<file path="config.mk">
export PLATFORM = sky130hd
export DESIGN_NAME = cpu_int_ctrl
export DESIGN_NICKNAME = d
export VERILOG_FILES = /design/src/rtl/cpu_int_ctrl.sv
export SDC_FILE = /design/constraint.sdc
export NUM_CORES = 1
export LEC_CHECK = 0
export ABC_AREA = 1
export BUFFER_PORTS_ARGS = -buffer_cell sky130_fd_sc_hd__buf_2
export CORE_ASPECT_RATIO = 1.4
export CORE_MARGIN = 1
export CORE_UTILIZATION = 46
export CTS_CLUSTER_DIAMETER = 120
export DETAILED_ROUTE_END_ITERATION = 8
export PLACE_DENSITY_LB_ADDON = 0.2
export SYNTH_ARGS = -nofsm -noshare
export SYNTH_HDL_FRONTEND = slang
export SYNTH_SLANG_ARGS = --single-unit
</file>
<file path="constraint.sdc">
create_clock -name clk -period 3.3 [get_ports clk]
set_input_delay 0.165 -clock clk [delete_from_list [all_inputs] [get_ports clk]]
set_output_delay 0.165 -clock clk [all_outputs]
set_load 0.02 [all_outputs]
</file>
<file path="src/rtl/cpu_int_ctrl.sv">
// N-source interrupt controller on the CPU data bus: synchronises raw irqs, latches edges,
// masks, picks the lowest pending index and holds it in service until software writes EOI.
module cpu_int_ctrl #(
  parameter int unsigned NIRQ        = 8,
  parameter logic [31:0] EDGE        = 32'h0,
  parameter int unsigned SYNC_STAGES = 2
) (
  input  logic            clk,
  input  logic            rst,
  input  logic [1:0]      addr,
  input  logic [31:0]     din,
  output logic [31:0]     dout,
  input  logic [1:0]      drw,
  input  logic [NIRQ-1:0] irq,
  output logic            int_req,
  input  logic            int_ack
);

  localparam int unsigned IDW = 5;
  localparam logic [1:0] A_PEND = 2'd0;
  localparam logic [1:0] A_MASK = 2'd1;
  localparam logic [1:0] A_CUR  = 2'd2;
  localparam logic [1:0] A_EOI  = 2'd3;

  typedef enum logic [1:0] {IDLE, REQ, SERVICE} state_t;

  state_t             state_q, state_d;
  logic [IDW-1:0]     cur_id_q, cur_id_d, winner;
  logic [NIRQ-1:0]    sync_q [SYNC_STAGES];
  logic [NIRQ-1:0]    edge_mask, s, s_prev, rise;
  logic [NIRQ-1:0]    pend_edge, pend, mask, elig;
  logic [NIRQ-1:0]    clr_w1c, clr_ack;
  logic               wr_pend, wr_mask, wr_eoi;
  logic               unused_rd;

  // Read strobe carries no side effects; reads are purely combinational.
  assign unused_rd = drw[1];

  assign edge_mask = NIRQ'(EDGE);
  assign s         = sync_q[SYNC_STAGES-1];
  assign rise      = s & ~s_prev & edge_mask;
  assign pend      = (pend_edge & edge_mask) | (s & ~edge_mask);
  assign elig      = pend & mask;

  assign wr_pend = drw[0] && (addr == A_PEND);
  assign wr_mask = drw[0] && (addr == A_MASK);
  assign wr_eoi  = drw[0] && (addr == A_EOI);
  assign clr_w1c = wr_pend ? NIRQ'(din) : '0;

  // Input synchroniser plus previous-value flop for edge detection.
  always_ff @(posedge clk or negedge rst) begin
    if (!rst) begin
      for (int i = 0; i < int'(SYNC_STAGES); i++) sync_q[i] <= '0;
      s_prev <= '0;
    end else begin
      sync_q[0] <= irq;
      for (int i = 1; i < int'(SYNC_STAGES); i++) sync_q[i] <= sync_q[i-1];
      s_prev <= s;
    end
  end

  // Edge latches and mask register; a new edge beats a same-cycle clear.
  always_ff @(posedge clk or negedge rst) begin
    if (!rst) begin
      pend_edge <= '0;
      mask      <= '0;
    end else begin
      pend_edge <= (pend_edge & ~(clr_w1c | clr_ack)) | rise;
      if (wr_mask) mask <= NIRQ'(din);
    end
  end

  // Fixed priority: lowest eligible index wins.
  always_comb begin
    winner = '0;
    for (int i = int'(NIRQ) - 1; i >= 0; i--) begin
      if (elig[i]) winner = IDW'(i);
    end
  end

  always_ff @(posedge clk or negedge rst) begin
    if (!rst) begin
      state_q  <= IDLE;
      cur_id_q <= '0;
      int_req  <= 1'b0;
    end else begin
      state_q  <= state_d;
      cur_id_q <= cur_id_d;
      int_req  <= (state_d == REQ);
    end
  end

  // Request/service sequencing; an ack outranks both a vanishing source and an EOI.
  always_comb begin
    state_d  = state_q;
    cur_id_d = cur_id_q;
    clr_ack  = '0;
    case (state_q)
      IDLE: begin
        if (|elig) begin
          state_d  = REQ;
          cur_id_d = winner;
        end
      end
      REQ: begin
        if (int_ack) begin
          state_d = SERVICE;
          clr_ack = (NIRQ'(1) << cur_id_q) & edge_mask;
        end else if (!(|elig)) begin
          state_d = IDLE;
        end else begin
          cur_id_d = winner;
        end
      end
      SERVICE: begin
        if (wr_eoi) state_d = IDLE;
      end
      default: state_d = IDLE;
    endcase
  end

  always_comb begin
    dout = '0;
    case (addr)
      A_PEND:  dout = 32'(pend);
      A_MASK:  dout = 32'(mask);
      A_CUR:   dout = {(state_q == SERVICE), 26'b0, cur_id_q};
      default: dout = '0;
    endcase
  end

endmodule

</file>
==> results of run 1 <==
==> how the worst max path moves through the flow <==
| stage | startpoint | end | slack, ns | cells after the start |
|---|---|---|---|---|
| after floorplan | cur_id_q[2] | dout[2] | 1.97 | 2 |
| after global placement | addr[1] | dout[2] | 1.87 | 5 |
| after detailed placement | addr[1] | dout[2] | 1.86 | 5 |
| after CTS | addr[1] | dout[2] | 1.86 | 5 |
| after global routing | addr[1] | dout[2] | 1.78 | 5 |
| final | addr[1] | dout[2] | 1.88 | 5 |
==> cell type report <==
cell class	instances	area, µm²	share of cell area
well taps	37	46.29	0.02795
flip-flops and latches	30	750.7	0.4532
inverters	9	33.78	0.02039
repair buffers	40	245.2	0.1480
multi-input cells	88	504.2	0.3044
clock buffers	7	76.32	0.04607
==> per-stage QoR <==
stage | cells | area, µm² | power, mW
after detailed placement | 195 | 1490 | 0.7115
after global routing | 211 | 1657 | 1.042
final | 211 | 1657 | 0.9743
after CTS | 211 | 1657 | 0.9879
after global placement | 195 | 1490 | 0.7028
after floorplan | 150 | 1461 | 0.6588
==> cell families (layout without fill, tap and decap cells) <==
kind of cell | after synthesis | count (layout) | synth area share
simple gates | 47 | 47 | 0.1597
buf+inv | 32 | 56 | 0.1497
other cells | 1 | 23 | 0.002720
flops | 30 | 30 | 0.5445
compound gates | 10 | 10 | 0.05627
mux | 8 | 8 | 0.08712
==> report_power, final <==
| group | internal (mW) | switching, mW | total (mW) |
|---|---|---|---|
| Clock | 0.144 | 0.118 | 0.263 |
| Combinational | 0.0969 | 0.147 | 0.244 |
| Sequential | 0.432 | 0.0360 | 0.467 |
==> sequential cells by signal, indices dropped and copies added (netlist names) <==
name / flops
sync_q: 8
pend: 8
state_q: 2
int_req: 1
cur_id_q: 3
mask: 8
==> critical path, stage by stage <==
cell,delay [ns]
buf_2,0.16
nor2_1,0.48
nand2_1,0.10
o311ai_0,0.12
buf_2,0.23
==> placed cells by master, fill, tap and decap left out, types with 2 or more instances in the layout <==
master / count
nand2_1: 34
buf_2: 31
dfrtp_1: 30
conb_1: 23
dlygate4sd3_1: 9
inv_1: 8
mux2_4: 8
nand3_1: 5
a22o_1: 5
clkbuf_8: 5
nor2_1: 4
clkbuf_1: 2
==> metal layers <==
metal  GRT usage  up-vias  wire length (µm)  share of wire
li1            -      462                 -              -
met1      0.1826      454               842           0.36
met2      0.3000       41              1271           0.55
met3     0.07317        6               144          0.062
met4      0.1007        0                62          0.027
met5           0        -                 0              0
==> out/metrics.yaml, run 1 <==
timing:
  worstMarginPinSlew_ns: 0.6409
  max-slew-margin-rel: 0.5727
  setup_viol: 0
  finalSetupTns_ns: 0
  min_period_over_period: 0.4296
  rsz0062_at_grt: "false"
  fin_worst_skew_ns: 0.005517
  fmax_mhz: 705.4
  finalHoldViolations: 0
  whs_ns: 0.1192
  period_needed_ns: 1.418
  slew_violations: 0
  setup_ws_ns: 1.882
clock_network:
  clk_pin_slew_ns: 0.06
  insertion_delay_ns: 0.27
  numCtsBuffers: 5
  cts_hold_buf: 9
  tritoncts: "done"
  post-cts-setup-buffer-count: 0
  cts_resized: 0
  cts_buffer_depth: 2
  cts.sinks: 30
  htreeDepth: 2
  cts-root-buf: "clkbuf_8"
power:
  p_per_area_nw_per_um2: 588.1
  peakVddDrop_uv: 470.7
  leakage_nw: 0.9190
logic_synthesis:
  yosys-top-cells-area: "dfrtp_1, buf_4, nand2_1"
  synth-main-ff-cell: "dfrtp_1"
  synth_commonest_cells: "nand2_1, dfrtp_1, buf_4"
  avgSynthCellArea_um2: 10.77
  synth_cells: 128
  syn_area_um2: 1379
  yosysTopAreaCell: "dfrtp_1"
  ys_warn_count: 0
  async_flop_share: 1.000
  synth_cell_types: 19
  ys_seq_elements: 30
  yosysMostFrequentCell: "nand2_1"
  synth_seq_area_share: 0.5445
  netlist.area_leader.share: 0.5445
  synth_edf_count: 0
final_layout:
  layout-drive-gt1-share: 0.2759
  fill_cells: 248
  num-nets-final: 221
  area_delta_synth_final_pct: 20.15
  final_core_util: 0.5815
  antenna_cells: 0
floorplan:
  coreArea_um2: 2849
  die-area_um2: 3223
  start_util: 0.4840
  chipHeight_um: 66.78
  io_pins: 80
  placementRows: 23
  die_x_um: 48.27
grt:
  grt_overflow: 0
  antenna_found_initial: 0
  grt_pass1_wl_mm: 3.829
  grt_start_max_net_pins: 31
  grt_pass1_vias: 920
  grt.total_usage: 0.1817
drt:
  wl_mm: 2.320
  viasPerCell: 4.564
  num_vias: 963
  drc: 0
  drt_iter0_drc: 17
  wire_per_inst_um: 11.00
  antenna_left: 0
  dr.pass1.iters: 4
critical_path:
  r2r_cells: 8
  path_class: "in -> out"
  start_kind: "primary input"
  r2r_setup_slack_ns: 2.06
  cp.required_ns: 3.13
  endpoint_kind: "output port"
  reg2reg_from: "mask[2]"
  worstPathArrival_ns: 1.25
  cp_max_fo: 8
  timing.rr.end: "cur_id_q[1]"
placed_design:
  preCtsSetupSlack_ns: 1.861
  io_buffers: 31
  dp_hpwl_mm: 1.657
  gp_congestion: 0.7792
worst_hold_path:
  hold_start: "din[7]"
  hold_path_end: "mask[7]"
  hold_class: "in -> reg"
  min_path_cells: 2
outcome:
  status: "completed"
run:
  maxCapViolations: 0
Note: power is estimated with default switching activity, not from simulation.
==> inputs of run 2 (changes only) <==
CORE_UTILIZATION = 43   (was 46)
clock period = 1.45 ns   (was 3.3 ns; I/O delays follow)
==> out/metrics.yaml, run 2 (synthesis results as in run 1) <==
timing:
  slew_violations: 0  # unchanged
  rsz0062_at_grt: "false"
  fin_worst_skew_ns: 0.006192  # +0.0006753 ns
  max-slew-margin-rel: 0.5748  # +0.002065
  finalSetupTns_ns: 0  # unchanged
  worstMarginPinSlew_ns: 0.6378  # -0.003098 ns
  whs_ns: 0.02542  # -0.09378 ns
  min_period_over_period: 0.8504
  fmax_mhz: 811.0
  period_needed_ns: 1.233
  finalHoldViolations: 0  # unchanged
  setup_viol: 0  # unchanged
clock_network:
  cts_resized: 0  # unchanged
  post-cts-setup-buffer-count: 0  # unchanged
  cts-root-buf: "clkbuf_8"
  insertion_delay_ns: 0.27  # about the same
  htreeDepth: 2  # unchanged
  clk_pin_slew_ns: 0.06  # about the same
  numCtsBuffers: 5  # unchanged
  cts_hold_buf: 9  # unchanged
  cts.sinks: 30  # unchanged
  cts_buffer_depth: 2  # unchanged
  tritoncts: "done"
critical_path:
  cp_max_fo: 6  # -2
  r2r_cells: 8  # unchanged
  endpoint_kind: "flop"
  r2r_setup_slack_ns: 0.22  # -1.84 ns
  cp_common_cell: "nand2_1"
  worstPathArrival_ns: 1.40  # +0.15 ns
  slowest_delay_ns: 0.40  # -0.08 ns
  crit_chain: "nand2_1 -> nand2_1 -> nor2_1 -> nand2_1 -> nand2_1 -> inv_1 -> nand2_1 -> nand2_1"
  path_class: "reg -> reg"
  cp.required_ns: 1.62  # -1.51 ns
  start_kind: "flop"
  cp_slowest_cell: "dfrtp_1"
final_layout:
  final_common_cell: "nand2_1"
  antenna_cells: 0  # unchanged
  final_area_um2: 1700  # +2.6%
  num-nets-final: 222  # +0.45%
  final_cell_mix: "nand2_1, buf_2, dfrtp_1"
  area_delta_synth_final_pct: 23.32
  layout-drive-gt1-share: 0.2955  # +0.01959
outcome:
  status: "completed"
drt:
  drc: 0  # unchanged
  num_vias: 944  # -2.0%
  antenna_left: 0  # unchanged
  viasPerCell: 4.391  # -3.8%
  drt_iter0_drc: 34  # +17
  wire_per_inst_um: 11.09  # +0.89%
  dr.pass1.iters: 4  # unchanged
  wl_mm: 2.385  # +2.8%
placed_design:
  dpl_cell_area_um2: 1500  # +0.67%
  gp_congestion: 0.7688  # -1.3%
  io_buffers: 31  # unchanged
  dp_hpwl_mm: 1.760  # +6.2%
grt:
  grt_overflow: 0  # unchanged
  grt_pass1_vias: 943  # +2.5%
  grt.total_usage: 0.1566  # -0.02503
  antenna_found_initial: 0  # unchanged
  grt_pass1_wl_mm: 3.995  # +4.3%
  grt_start_max_net_pins: 31  # unchanged
floorplan:
  start_util: 0.4458  # -0.03818
  coreArea_um2: 3093  # +8.6%
  placementRows: 24  # +4.3%
  io_pins: 80  # unchanged
  die-area_um2: 3440  # +6.7%
  die_x_um: 49.86  # +3.3%
  chipHeight_um: 69  # +3.3%
worst_hold_path:
  min_path_cells: 2  # unchanged
  hold_class: "in -> reg"
power:
  peakVddDrop_uv: 788.1  # +67%
  leakage_nw: 0.9434  # +2.6%
  p_per_area_nw_per_um2: 1401  # +140%
run:
  maxCapViolations: 0  # unchanged
## run 2: changes by cell type in the layout (fill, tap and decap cells not counted)
cell / change
clkbuf_1: -2
clkbuf_8: +3
buf_4: +1
## run 2: final timing paths
path                            from          end
min reg2reg                sync_q[9]      pend[1]
max in group asynchronous        rst      pend[7]
min                           din[0]      mask[0]
max reg2reg                  mask[2]  cur_id_q[1]
max                          mask[2]  cur_id_q[1]
min in group asynchronous        rst      mask[0]
## run 2: worst max-delay path, delay by kind of cell, from the launching register on
kind	cells	cell delay (ns)
and+or+nand+nor	7	0.65
buffers and inverters	1	0.08
DFF	1	0.40
## run 2: area by class of cell
cell class,count,area [µm²]
inverter,9,33.78
tap,39,48.80
timing repair buffer,41,252.7
multi-input combinational,88,504.2
clock buffer,8,110.1
fill,305,1393
sequential,30,750.7
## run 2: stage by stage
step	setup WS, ns	power [mW]	utilization	instances
after floorplan	0.2081	1.499	-	150
after global placement	0.2148	1.599	0.4850	198
after detailed placement	0.2239	1.618	0.4850	198
after CTS	0.2029	2.412	0.5498	215
after global routing	0.09269	2.518	0.5498	215
final	0.2169	2.381	0.5498	215
## run 2: where the power goes
part           internal [mW]  switching [mW]  total (mW)
logic                  0.222           0.330       0.552
clock network          0.478           0.286       0.765
registers              0.982          0.0825        1.06
total                   1.68           0.699        2.38
## run 2: metal layers
metal  global-route usage  up-vias  routed length, µm
li1                     -      460                  -
met1               0.1508      443                892
met2               0.2913       39               1336
met3              0.04415        2                134
met4              0.07619        0                 22
met5                    0        -                  0
==> inputs of run 3 (changes only) <==
RECOVER_POWER = 100   (was unset)
==> out/metrics.yaml, run 3 (synthesis results as in run 1) <==
clock_network:
  cts_hold_buf: 9  # unchanged
  post-cts-setup-buffer-count: 0  # unchanged
  numCtsBuffers: 5  # unchanged
  cts.sinks: 30  # unchanged
  cts_resized: 0  # unchanged
  htreeDepth: 2  # unchanged
  cts_buffer_depth: 2  # unchanged
  insertion_delay_ns: 0.27  # about the same
  tritoncts: "done"
  clk_pin_slew_ns: 0.06  # about the same
  cts-root-buf: "clkbuf_8"
timing:
  slew_violations: 0  # unchanged
  finalSetupTns_ns: 0  # unchanged
  rsz0062_at_grt: "false"
  finalHoldViolations: 0  # unchanged
  period_needed_ns: 1.282  # +0.04883 ns
  fin_worst_skew_ns: 0.005213  # -0.0009785 ns
  min_period_over_period: 0.8841  # +0.03367
  whs_ns: 0.008076  # -0.01734 ns
  setup_viol: 0  # unchanged
  max-slew-margin-rel: 0.5217  # -0.05312
  worstMarginPinSlew_ns: 0.7175  # +0.07968 ns
  setup_ws_ns: 0.1681  # -0.04883 ns
  fmax_mhz: 780.1  # -3.8%
drt:
  drc: 0  # unchanged
  num_vias: 943  # -0.11%
  drt_iter0_drc: 27  # -21%
  wire_per_inst_um: 11.08  # -0.13%
  dr.pass1.iters: 4  # unchanged
  antenna_left: 0  # unchanged
  viasPerCell: 4.386  # -0.11%
  wl_mm: 2.382  # -0.13%
final_layout:
  fill_cells: 315  # +3.3%
  num-nets-final: 222  # unchanged
  layout-drive-gt1-share: 0.2045  # -0.09091
  final_common_cell: "nand2_1"
  antenna_cells: 0  # unchanged
  final_cell_mix: "nand2_1, dfrtp_1, conb_1"
  area_delta_synth_final_pct: 18.87
  instances_no_fill: 215  # unchanged
critical_path:
  cp_max_fo: 9  # +3
  worstPathArrival_ns: 1.43  # +0.03 ns
  cp.required_ns: 1.60  # -0.02 ns
  crit_chain: "buf_2 -> inv_2 -> nor2_2 -> nand2_1 -> mux2_1"
  timing.rr.end: "cur_id_q[1]"
  path_class: "in -> reg"
  cp-endpoint: "mask[4]"
  endpoint_kind: "flop"
  slowest_delay_ns: 0.43  # +0.03 ns
  cp_slowest_cell: "mux2_1"
  start_kind: "primary input"
  r2r_setup_slack_ns: 0.21  # about the same
  reg2reg_from: "mask[2]"
  r2r_cells: 8  # unchanged
  critical_path.startpoint: "addr[0]"
power:
  switching_power_mw: 0.6893  # -1.4%
  internal-power_mw: 1.645  # -2.2%
  peakVddDrop_uv: 786.5  # -0.20%
  p_sw_frac: 0.2952  # +0.001699
  p_per_area_nw_per_um2: 1424  # +1.7%
  p_seq_frac: 0.455  # +0.008
  pwr-share-clk: 0.326  # +0.005
  power.total_mw: 2.335  # -2.0%
  pwr-share-comb: 0.218  # -0.014
  leakage_nw: 0.8701  # -7.8%
grt:
  grt.total_usage: 0.1566  # unchanged
  grt_pass1_wl_mm: 3.995  # unchanged
  grt_start_max_net_pins: 31  # unchanged
  antenna_found_initial: 0  # unchanged
  grt_pass1_vias: 943  # unchanged
  grt_overflow: 0  # unchanged
floorplan:
  die-area_um2: 3440  # unchanged
  coreArea_um2: 3093  # unchanged
  io_pins: 80  # unchanged
  die_x_um: 49.86  # unchanged
  placementRows: 24  # unchanged
  chipHeight_um: 69  # unchanged
  start_util: 0.4458  # unchanged
outcome:
  status: "completed"
worst_hold_path:
  hold_class: "in -> reg"
placed_design:
  gp_congestion: 0.7688  # unchanged
  dp.cells: 198  # unchanged
  io_buffers: 31  # unchanged
  preCtsSetupSlack_ns: 0.2239  # unchanged
  dp_hpwl_mm: 1.760  # unchanged
run:
  maxCapViolations: 0  # unchanged
[run 3: worst max-delay path, delay by kind of cell]
family / cells / cell delay [ns]
AND/OR/NAND/NOR: 2 / 0.74
multiplexers: 1 / 0.43
buffers and inverters: 2 / 0.18
[run 3: per-stage QoR]
step | area, µm² | utilization
global placement | 1500 | 0.4850
CTS | 1700 | 0.5498
finish | 1639 | 0.5299
detailed placement | 1500 | 0.4850
floorplan | 1461 | -
global route | 1639 | 0.5299
[run 3: cell type report]
class / instances / area (µm²) / share of cell area
multi-input combinational: 88 / 455.4 / 0.2779
sequential: 30 / 750.7 / 0.4580
clock buffer: 8 / 110.1 / 0.06718
timing repair buffer: 41 / 240.2 / 0.1466
tap: 39 / 48.80 / 0.02977
inverter: 9 / 33.78 / 0.02061
[run 3: worst min-delay path by stage]
stage | slack (ns) | cells after the start | from | endpoint
2_1_floorplan | -0.22 | 0 | rst | cur_id_q[0]
3_3_place_gp | 0.13 | 1 | rst | int_req
3_5_place_dp | 0.14 | 1 | rst | mask[0]
4_1_cts | 0.02 | 2 | din[0] | mask[0]
5_1_grt | 0.006 | 2 | din[7] | mask[7]
6_report | 0.008 | 2 | din[7] | mask[7]
[run 3: layer usage]
layer | GRT usage | share of wire
met2 | 0.2913 | 0.56
met4 | 0.07619 | 0.0092
met3 | 0.04415 | 0.056
met1 | 0.1508 | 0.38
met5 | 0 | 0
[run 3: power by group through the flow]
stage | sequential, mW | combinational (mW) | clock, mW
after detailed placement | 1.08 | 0.538 | 0
after CTS | 1.06 | 0.560 | 0.788
after global routing | 1.09 | 0.571 | 0.817
after floorplan | 1.08 | 0.423 | 0
final | 1.06 | 0.509 | 0.762
after global placement | 1.07 | 0.528 | 0
